**config.mk**
```make
export PLATFORM = sky130hd
export DESIGN_NAME = program_driver_flat
export DESIGN_NICKNAME = d
export VERILOG_FILES = /design/src/rtl/program_driver_if.sv /design/src/rtl/program_driver.sv /design/src/flat_wrapper.sv
export SDC_FILE = /design/constraint.sdc
export NUM_CORES = 1
export LEC_CHECK = 0
export ABC_AREA = 1
export CAP_MARGIN = 10
export CORE_ASPECT_RATIO = 0.5
export CORE_MARGIN = 2
export CORE_UTILIZATION = 65
export DETAILED_ROUTE_END_ITERATION = 7
export DONT_BUFFER_PORTS = 1
export HOLD_SLACK_MARGIN = 0.12
export PLACE_DENSITY = 0.79
export SETUP_SLACK_MARGIN = 0.1
export SYNTH_ARGS = -nofsm -noshare
export SYNTH_HDL_FRONTEND = slang
export SYNTH_SLANG_ARGS = --single-unit
```
**constraint.sdc**
```tcl
create_clock -name clk -period 5.4 [get_ports clk]
set_input_delay 0.81 -clock clk [delete_from_list [all_inputs] [get_ports clk]]
set_output_delay 0.81 -clock clk [all_outputs]
set_load 0.01 [all_outputs]
```
**src/rtl/program_driver_if.sv**
```systemverilog
// Handshake and serial bundle between the program driver and the tiny processor / bench.
// The slave side is the driver itself; the master side is whoever drives its inputs.
interface program_driver_if;
    logic       drive;
    logic       done_in;
    logic       mosi;
    logic       cs;
    logic       miso;
    logic       mosi_out;
    logic [1:0] mode_out;
    logic       done_out;

    modport master (
        output drive, done_in, mosi, cs,
        input  miso, mosi_out, mode_out, done_out
    );

    modport slave (
        input  drive, done_in, mosi, cs,
        output miso, mosi_out, mode_out, done_out
    );
endinterface

```
**src/rtl/program_driver.sv**
```systemverilog
// Serially loads fixed instruction and register images into the tiny processor, lets it run,
// flags completion, and independently serves as a bit-serial SPI slave data memory.
module program_driver #(
    parameter int nInstructions = 16,
    parameter int nRegisters    = 16
) (
    input  logic             clk,
    input  logic             rst_n,
    program_driver_if.slave  bus
);
    localparam int AW       = $clog2(nRegisters);
    localparam int LOAD_MAX = (nInstructions > nRegisters) ? nInstructions : nRegisters;
    localparam int CNT_W    = $clog2(LOAD_MAX * 8);
    localparam logic [CNT_W-1:0] LAST_I   = CNT_W'(nInstructions * 8 - 1);
    localparam logic [CNT_W-1:0] LAST_R   = CNT_W'(nRegisters * 8 - 1);
    localparam logic [CNT_W-1:0] CNT_ZERO = {CNT_W{1'b0}};
    localparam logic [CNT_W-1:0] CNT_ONE  = {{(CNT_W-1){1'b0}}, 1'b1};

    typedef enum logic [2:0] {
        ST_IDLE   = 3'd0,
        ST_LOAD_I = 3'd1,
        ST_LOAD_R = 3'd2,
        ST_RUN    = 3'd3,
        ST_DONE   = 3'd4
    } state_t;

    state_t           state_r;
    logic [CNT_W-1:0] load_cnt_r;
    logic [CNT_W-1:0] load_nxt_s;
    logic             mosi_out_r;
    logic [1:0]       mode_out_r;
    logic             done_out_r;

    logic [4:0]       spi_cnt_r;
    logic [6:0]       cmd_r;
    logic [6:0]       data_r;
    logic             rw_r;
    logic [AW-1:0]    addr_r;
    logic [AW-1:0]    cmd_addr_s;
    logic             miso_r;
    logic [7:0]       mem_r [nRegisters];

    // Load counter value is the image bit index: word = idx/8, bit sent MSB first.
    function automatic logic instr_bit(input logic [CNT_W-1:0] idx);
        logic [7:0] word_v;
        word_v = 8'(idx >> 3);
        return word_v[3'd7 - idx[2:0]];
    endfunction

    function automatic logic reg_bit(input logic [CNT_W-1:0] idx);
        logic [7:0] word_v;
        word_v = 8'hF0 - 8'(idx >> 3);
        return word_v[3'd7 - idx[2:0]];
    endfunction

    assign load_nxt_s = load_cnt_r + CNT_ONE;
    assign cmd_addr_s = {cmd_r[AW-2:0], bus.mosi};

    // Load/run sequencer; outputs are registered alongside the state so each bit lines up with its mode.
    always_ff @(posedge clk) begin
        if (!rst_n) begin
            state_r    <= ST_IDLE;
            load_cnt_r <= CNT_ZERO;
            mosi_out_r <= 1'b0;
            mode_out_r <= 2'b00;
            done_out_r <= 1'b0;
        end else begin
            case (state_r)
                ST_IDLE: begin
                    done_out_r <= 1'b0;
                    if (bus.drive) begin
                        state_r    <= ST_LOAD_I;
                        load_cnt_r <= CNT_ZERO;
                        mode_out_r <= 2'b01;
                        mosi_out_r <= instr_bit(CNT_ZERO);
                    end else begin
                        mode_out_r <= 2'b00;
                        mosi_out_r <= 1'b0;
                    end
                end
                ST_LOAD_I: begin
                    if (load_cnt_r == LAST_I) begin
                        state_r    <= ST_LOAD_R;
                        load_cnt_r <= CNT_ZERO;
                        mode_out_r <= 2'b10;
                        mosi_out_r <= reg_bit(CNT_ZERO);
                    end else begin
                        load_cnt_r <= load_nxt_s;
                        mosi_out_r <= instr_bit(load_nxt_s);
                    end
                end
                ST_LOAD_R: begin
                    if (load_cnt_r == LAST_R) begin
                        state_r    <= ST_RUN;
                        load_cnt_r <= CNT_ZERO;
                        mode_out_r <= 2'b11;
                        mosi_out_r <= 1'b0;
                    end else begin
                        load_cnt_r <= load_nxt_s;
                        mosi_out_r <= reg_bit(load_nxt_s);
                    end
                end
                ST_RUN: begin
                    if (bus.done_in) begin
                        state_r    <= ST_DONE;
                        mode_out_r <= 2'b00;
                        done_out_r <= 1'b1;
                    end else begin
                        mode_out_r <= 2'b11;
                    end
                end
                ST_DONE: begin
                    if (!bus.drive) begin
                        state_r    <= ST_IDLE;
                        done_out_r <= 1'b0;
                    end else begin
                        done_out_r <= 1'b1;
                    end
                end
                default: begin
                    state_r    <= ST_IDLE;
                    load_cnt_r <= CNT_ZERO;
                    mosi_out_r <= 1'b0;
                    mode_out_r <= 2'b00;
                    done_out_r <= 1'b0;
                end
            endcase
        end
    end

    // SPI slave: 8 command bits, then 8 read-out or write-in bits; count saturates at 16 until cs rises.
    always_ff @(posedge clk) begin
        if (!rst_n) begin
            spi_cnt_r <= 5'd0;
            cmd_r     <= 7'd0;
            data_r    <= 7'd0;
            rw_r      <= 1'b0;
            addr_r    <= {AW{1'b0}};
            miso_r    <= 1'b0;
            for (int i = 0; i < nRegisters; i++) begin
                mem_r[i] <= 8'hF0 - 8'(i);
            end
        end else if (bus.cs) begin
            spi_cnt_r <= 5'd0;
            miso_r    <= 1'b0;
        end else if (spi_cnt_r < 5'd7) begin
            cmd_r     <= {cmd_r[5:0], bus.mosi};
            spi_cnt_r <= spi_cnt_r + 5'd1;
            miso_r    <= 1'b0;
        end else if (spi_cnt_r == 5'd7) begin
            rw_r      <= cmd_r[6];
            addr_r    <= cmd_addr_s;
            miso_r    <= cmd_r[6] ? 1'b0 : mem_r[cmd_addr_s][7];
            spi_cnt_r <= 5'd8;
        end else if (spi_cnt_r < 5'd15) begin
            // Counts 8..14 present read bits 6..0; the low three count bits give the offset.
            data_r    <= {data_r[5:0], bus.mosi};
            miso_r    <= rw_r ? 1'b0 : mem_r[addr_r][3'd6 - spi_cnt_r[2:0]];
            spi_cnt_r <= spi_cnt_r + 5'd1;
        end else if (spi_cnt_r == 5'd15) begin
            if (rw_r) begin
                mem_r[addr_r] <= {data_r, bus.mosi};
            end else begin
                mem_r[addr_r] <= mem_r[addr_r];
            end
            miso_r    <= 1'b0;
            spi_cnt_r <= 5'd16;
        end else begin
            miso_r    <= 1'b0;
        end
    end

    assign bus.miso     = miso_r;
    assign bus.mosi_out = mosi_out_r;
    assign bus.mode_out = mode_out_r;
    assign bus.done_out = done_out_r;
endmodule

```
**src/flat_wrapper.sv**
```systemverilog
// flat-port wrapper written by rule: the top's interface ports become plain ports
module program_driver_flat 
#(
    parameter int nInstructions = 16,
    parameter int nRegisters    = 16
)
  (clk, rst_n, bus_drive, bus_done_in, bus_mosi, bus_cs, bus_miso, bus_mosi_out, bus_mode_out, bus_done_out);
  program_driver_if bus_i ();
  input  logic clk;
  input  logic rst_n;
  input wire logic [$bits(bus_i.drive)-1:0] bus_drive;
  input wire logic [$bits(bus_i.done_in)-1:0] bus_done_in;
  input wire logic [$bits(bus_i.mosi)-1:0] bus_mosi;
  input wire logic [$bits(bus_i.cs)-1:0] bus_cs;
  output wire logic [$bits(bus_i.miso)-1:0] bus_miso;
  output wire logic [$bits(bus_i.mosi_out)-1:0] bus_mosi_out;
  output wire logic [$bits(bus_i.mode_out)-1:0] bus_mode_out;
  output wire logic [$bits(bus_i.done_out)-1:0] bus_done_out;
  assign bus_i.drive = bus_drive;
  assign bus_i.done_in = bus_done_in;
  assign bus_i.mosi = bus_mosi;
  assign bus_i.cs = bus_cs;
  assign bus_miso = bus_i.miso;
  assign bus_mosi_out = bus_i.mosi_out;
  assign bus_mode_out = bus_i.mode_out;
  assign bus_done_out = bus_i.done_out;
  program_driver #(.nInstructions(nInstructions), .nRegisters(nRegisters)) u_core (.clk(clk), .rst_n(rst_n), .bus(bus_i));
endmodule
```
==> results.txt <==
- In the post-synthesis netlist, the biggest area contributors are sky130_fd_sc_hd__edfxtp_1 (45%), sky130_fd_sc_hd__nand2_1 (14%), sky130_fd_sc_hd__dfxtp_1 (10%).
- After synthesis the netlist holds a flip-flop and latch count of ~170.
- Endpoint arrival time on the critical path: roughly 2.9 ns
- The root buffer cell chosen for the clock tree is sky130_fd_sc_hd__clkbuf_16.
* Worst slew margin relative to its limit: 0.298
* Status: finished, final reports clean
* Final Cycle Share: 0.511
- The congestion estimate from routability-driven global placement came to 0.919.
- The number of global-route vias before repair came to roughly 6300.
- Final clock skew: around 0.012 ns
- Required time of the critical path: 5.53 ns
* Critical setup path kind: flip-flop to flip-flop
* Leakage power: 3.49 nW
- In this run the tool buffered the top-level ports with 0 buffer cells.
* Initial cell density of the core: 0.672
- After synthesis, the share of cell area in mux cells is 0.
* Placement row count: 29
* Final Instance Count excl. Fillers: around 1200
* Number of nets in the final layout: roughly 1000
- Largest net degree at the start of global routing: 71
* Min-Delay Path Class: flip-flop to flip-flop
- Nature of the critical path endpoint: flip-flop
- Unrepaired setup endpoints after global routing: false
- Post-synthesis instance area: between 8000 and 9000 um2
- Top fanout value on the critical path: 16
- Routed wire per std cell: roughly 18 um
- After synthesis, the mean cell area works out to roughly 8.5 um2.
- Final Hold Violating Endpoints: 0
* CTS Hold Buffers Added: 0
* Placeable Area: 12800 um2
- Count of clock tree sinks: 171
* Clock latency reported for the late side of the worst-skew pair: between 0.4 and 0.5 ns
* Sequence of cells on the critical path: ha_1 -> nand2_1 -> nor2_1 -> ha_1 -> inv_1 -> nor3_2 -> nand3_2 -> clkinv_4 -> o21ai_2 -> nor2_1
- Final critical-path required period: between 2 and 3 ns
* Total number of vias: between 6000 and 7000
- Of the total synthesized cell area, the portion taken by full adders, half adders and majority gates is 0.00581.
- Slew at the pin with the worst max-slew slack: 1.05 ns
- Number of distinct library cells after synthesis: 37
- Ratio of total power to cell area: between 300 and 400 nW/um2
- Instance count of the mapped netlist: 1015
* Wire length reported by the detailed router: 21.1 mm
- Post-CTS Setup Bufs: 0
- The floorplan step defined a die boundary enclosing about 14000 um2.
* First-pass GRT wire length: 33.1 mm
* Simple-gate share of the synthesized area: 0.296
- Cell with the biggest individual delay on the critical path: sky130_fd_sc_hd__o21ai_2
- Count of pins on the block boundary: 11
- For this run, the slowest stage of the critical path takes about 0.87 ns.
* Yosys top cell by area: sky130_fd_sc_hd__edfxtp_1
* Clock tree from TritonCTS: built
- Number of antenna-violating nets in the routed design: 0
* Final routed DRC violation total: 0
- IR analysis of the VDD net gives a maximum drop of between 0.2 and 0.3 mV.
- Clock-pin slew was measured on the worst setup and hold paths at around 0.06 ns.
* Min Hold Slack: approximately 0.48 ns
- The H-tree was split into 4 levels.
* Proportion of netlist area held by the largest area contributor: 0.446
- After synthesis, the largest family of logic cells by area is simple AND/OR/NAND/NOR gates.
- All-layer global routing usage: 0.308
- Sum of negative setup slack: 0 ns
* TritonCTS buffer count: 17
* Fraction of the mapped netlist area in compound gates: 0.0724
- In the final layout, the share of cells above drive strength 1 is 0.0893.
* Initial antenna violation count: 0
* Max Root-Sink Buffers: 2
- Summed over all nets, the half-perimeter wirelength after detailed placement is 14.1 mm.
- Total congestion overflow: 0
- Vert. Die Dim: 85.4 um
- The number of gates resized after CTS was 0.
- Finish-stage setup viols: 0
- Ant. Diodes: 0
- Sequential area share after synthesis: 0.546
- Once placement completed, the tool counted placed cells totaling between 1000 and 1500.
* Pins over their slew limit: 0
* Layout-stage area growth over the synthesis result: 6.61%
- The first TritonRoute pass finished after 6 iterations.
- Of the total synthesized cell area, the portion taken by XOR and XNOR cells is 0.00203.
* Yosys warning count: 0
- Derived from the worst setup path, the maximum achievable clock frequency is roughly 360 MHz.
- STA classifies the critical path startpoint as a flip-flop.
- Via count normalized by instance count: 5.87
* Number of DRC markers after the initial detailed-route iteration: 804
* Die extent in x: 167 um
- Number of max-cap violations: 0
- The number of nets in the synthesized netlist is 1025.
critical path: cells and delay by family (launching register included):
kind / cells / cell delay (ns)
simple gates: 5 / 0.40
flops: 1 / 0.40
buf+inv: 2 / 0.31
compound gates: 1 / 0.87
fa+ha+maj: 2 / 0.46
stage by stage:
stage / setup slack, ns / utilization / power (mW) / cell area [um2]
2_1_floorplan: 3.05 / - / 1.66 / 8610
3_3_place_gp: 2.64 / 0.671 / 1.69 / 8590
3_5_place_dp: 2.54 / 0.671 / 1.70 / 8590
4_1_cts: 2.69 / 0.717 / 2.90 / 9180
5_1_grt: 2.51 / 0.717 / 2.99 / 9180
6_report: 2.64 / 0.717 / 2.91 / 9180
routing by layer:
metal  GRT usage  vias to the layer above  part of all wire
met5           0                        -                 0
met4      0.0870                        0             0.015
met3      0.0774                       39              0.14
met2       0.475                      442              0.44
met1       0.439                     3181              0.41
li1            -                     3256                 -
flip-flops by register name, indices dropped and copies added (netlist names), named ones only:
register,cells
u_core.rw_r,1
u_core.mem_r,128
u_core.state_r,3
u_core.bus.mode_out,2
u_core.bus.miso,1
u_core.bus.done_out,1
u_core.load_cnt_r,7
u_core.addr_r,4
u_core.bus.mosi_out,1
u_core.spi_cnt_r,5
u_core.data_r,7
u_core.cmd_r,7
final cells by class:
class / instances / area (um2)
Clock buffer: 18 / 429
Clock inverter: 14 / 160
Fill cell: 947 / 3630
Inverter: 109 / 414
Multi-Input combinational cell: 694 / 3240
Sequential cell: 171 / 4710
Tap cell: 170 / 213
Timing Repair Buffer: 2 / 15.0
final timing paths:
kind,to,cells past startpoint,slack (ns),from
hold reg to reg,u_core.cmd_r[5],2,0.48,u_core.cmd_r[4]
setup / recovery,u_core.mem_r[3][4],10,2.64,u_core.spi_cnt_r[0]
hold / removal,u_core.cmd_r[5],2,0.48,u_core.cmd_r[4]
setup reg to reg,u_core.mem_r[3][4],10,2.64,u_core.spi_cnt_r[0]
synthesized netlist by cell type, drive strengths merged:
| cell | instances |
|---|---|
| a211oi | 1 |
| a21oi | 37 |
| a221oi | 1 |
| buf | 27 |
| clkbuf | 14 |
| clkinv | 1 |
| dfxtp | 43 |
| edfxtp | 128 |
| ha | 4 |
| inv | 108 |
| nand2 | 343 |
| nand3 | 92 |
| nand4 | 3 |
| nor2 | 134 |
| nor3 | 13 |
| o211ai | 3 |
| o21ai | 58 |
| o221ai | 1 |
| o22ai | 1 |
| or2 | 1 |
| xnor2 | 1 |
| xor2 | 1 |
logic make-up (layout without fill, tap and decap cells):
logic type,count (synthesis),in the layout
flops,171,171
simple gates,586,586
xor+xnor,2,2
buf+inv,150,143
fa+ha+maj,4,4
compound gates,102,102
report_power, final:
group | switching (mW) | internal [mW]
logic | 0.141 | 0.0614
clock network | 0.542 | 0.691
registers | 0.0315 | 1.44
total | 0.715 | 2.20
cell usage in the layout (no fill, tap or decap), drive strengths merged:
cell,Yosys,routed
bufinv,0,2
nor2,134,134
buf,27,2
xor2,1,1
nand3,92,92
dfxtp,43,43
clkinvlp,0,4
o221ai,1,1
clkinv,1,4
a211oi,1,1
nand4,3,3
nor3,13,13
edfxtp,128,128
inv,108,113
or2,1,1
o21ai,58,58
ha,4,4
o22ai,1,1
a21oi,37,37
xnor2,1,1
a221oi,1,1
nand2,343,343
clkbuf,14,18
o211ai,3,3
Power figures use the tool's default switching activity.
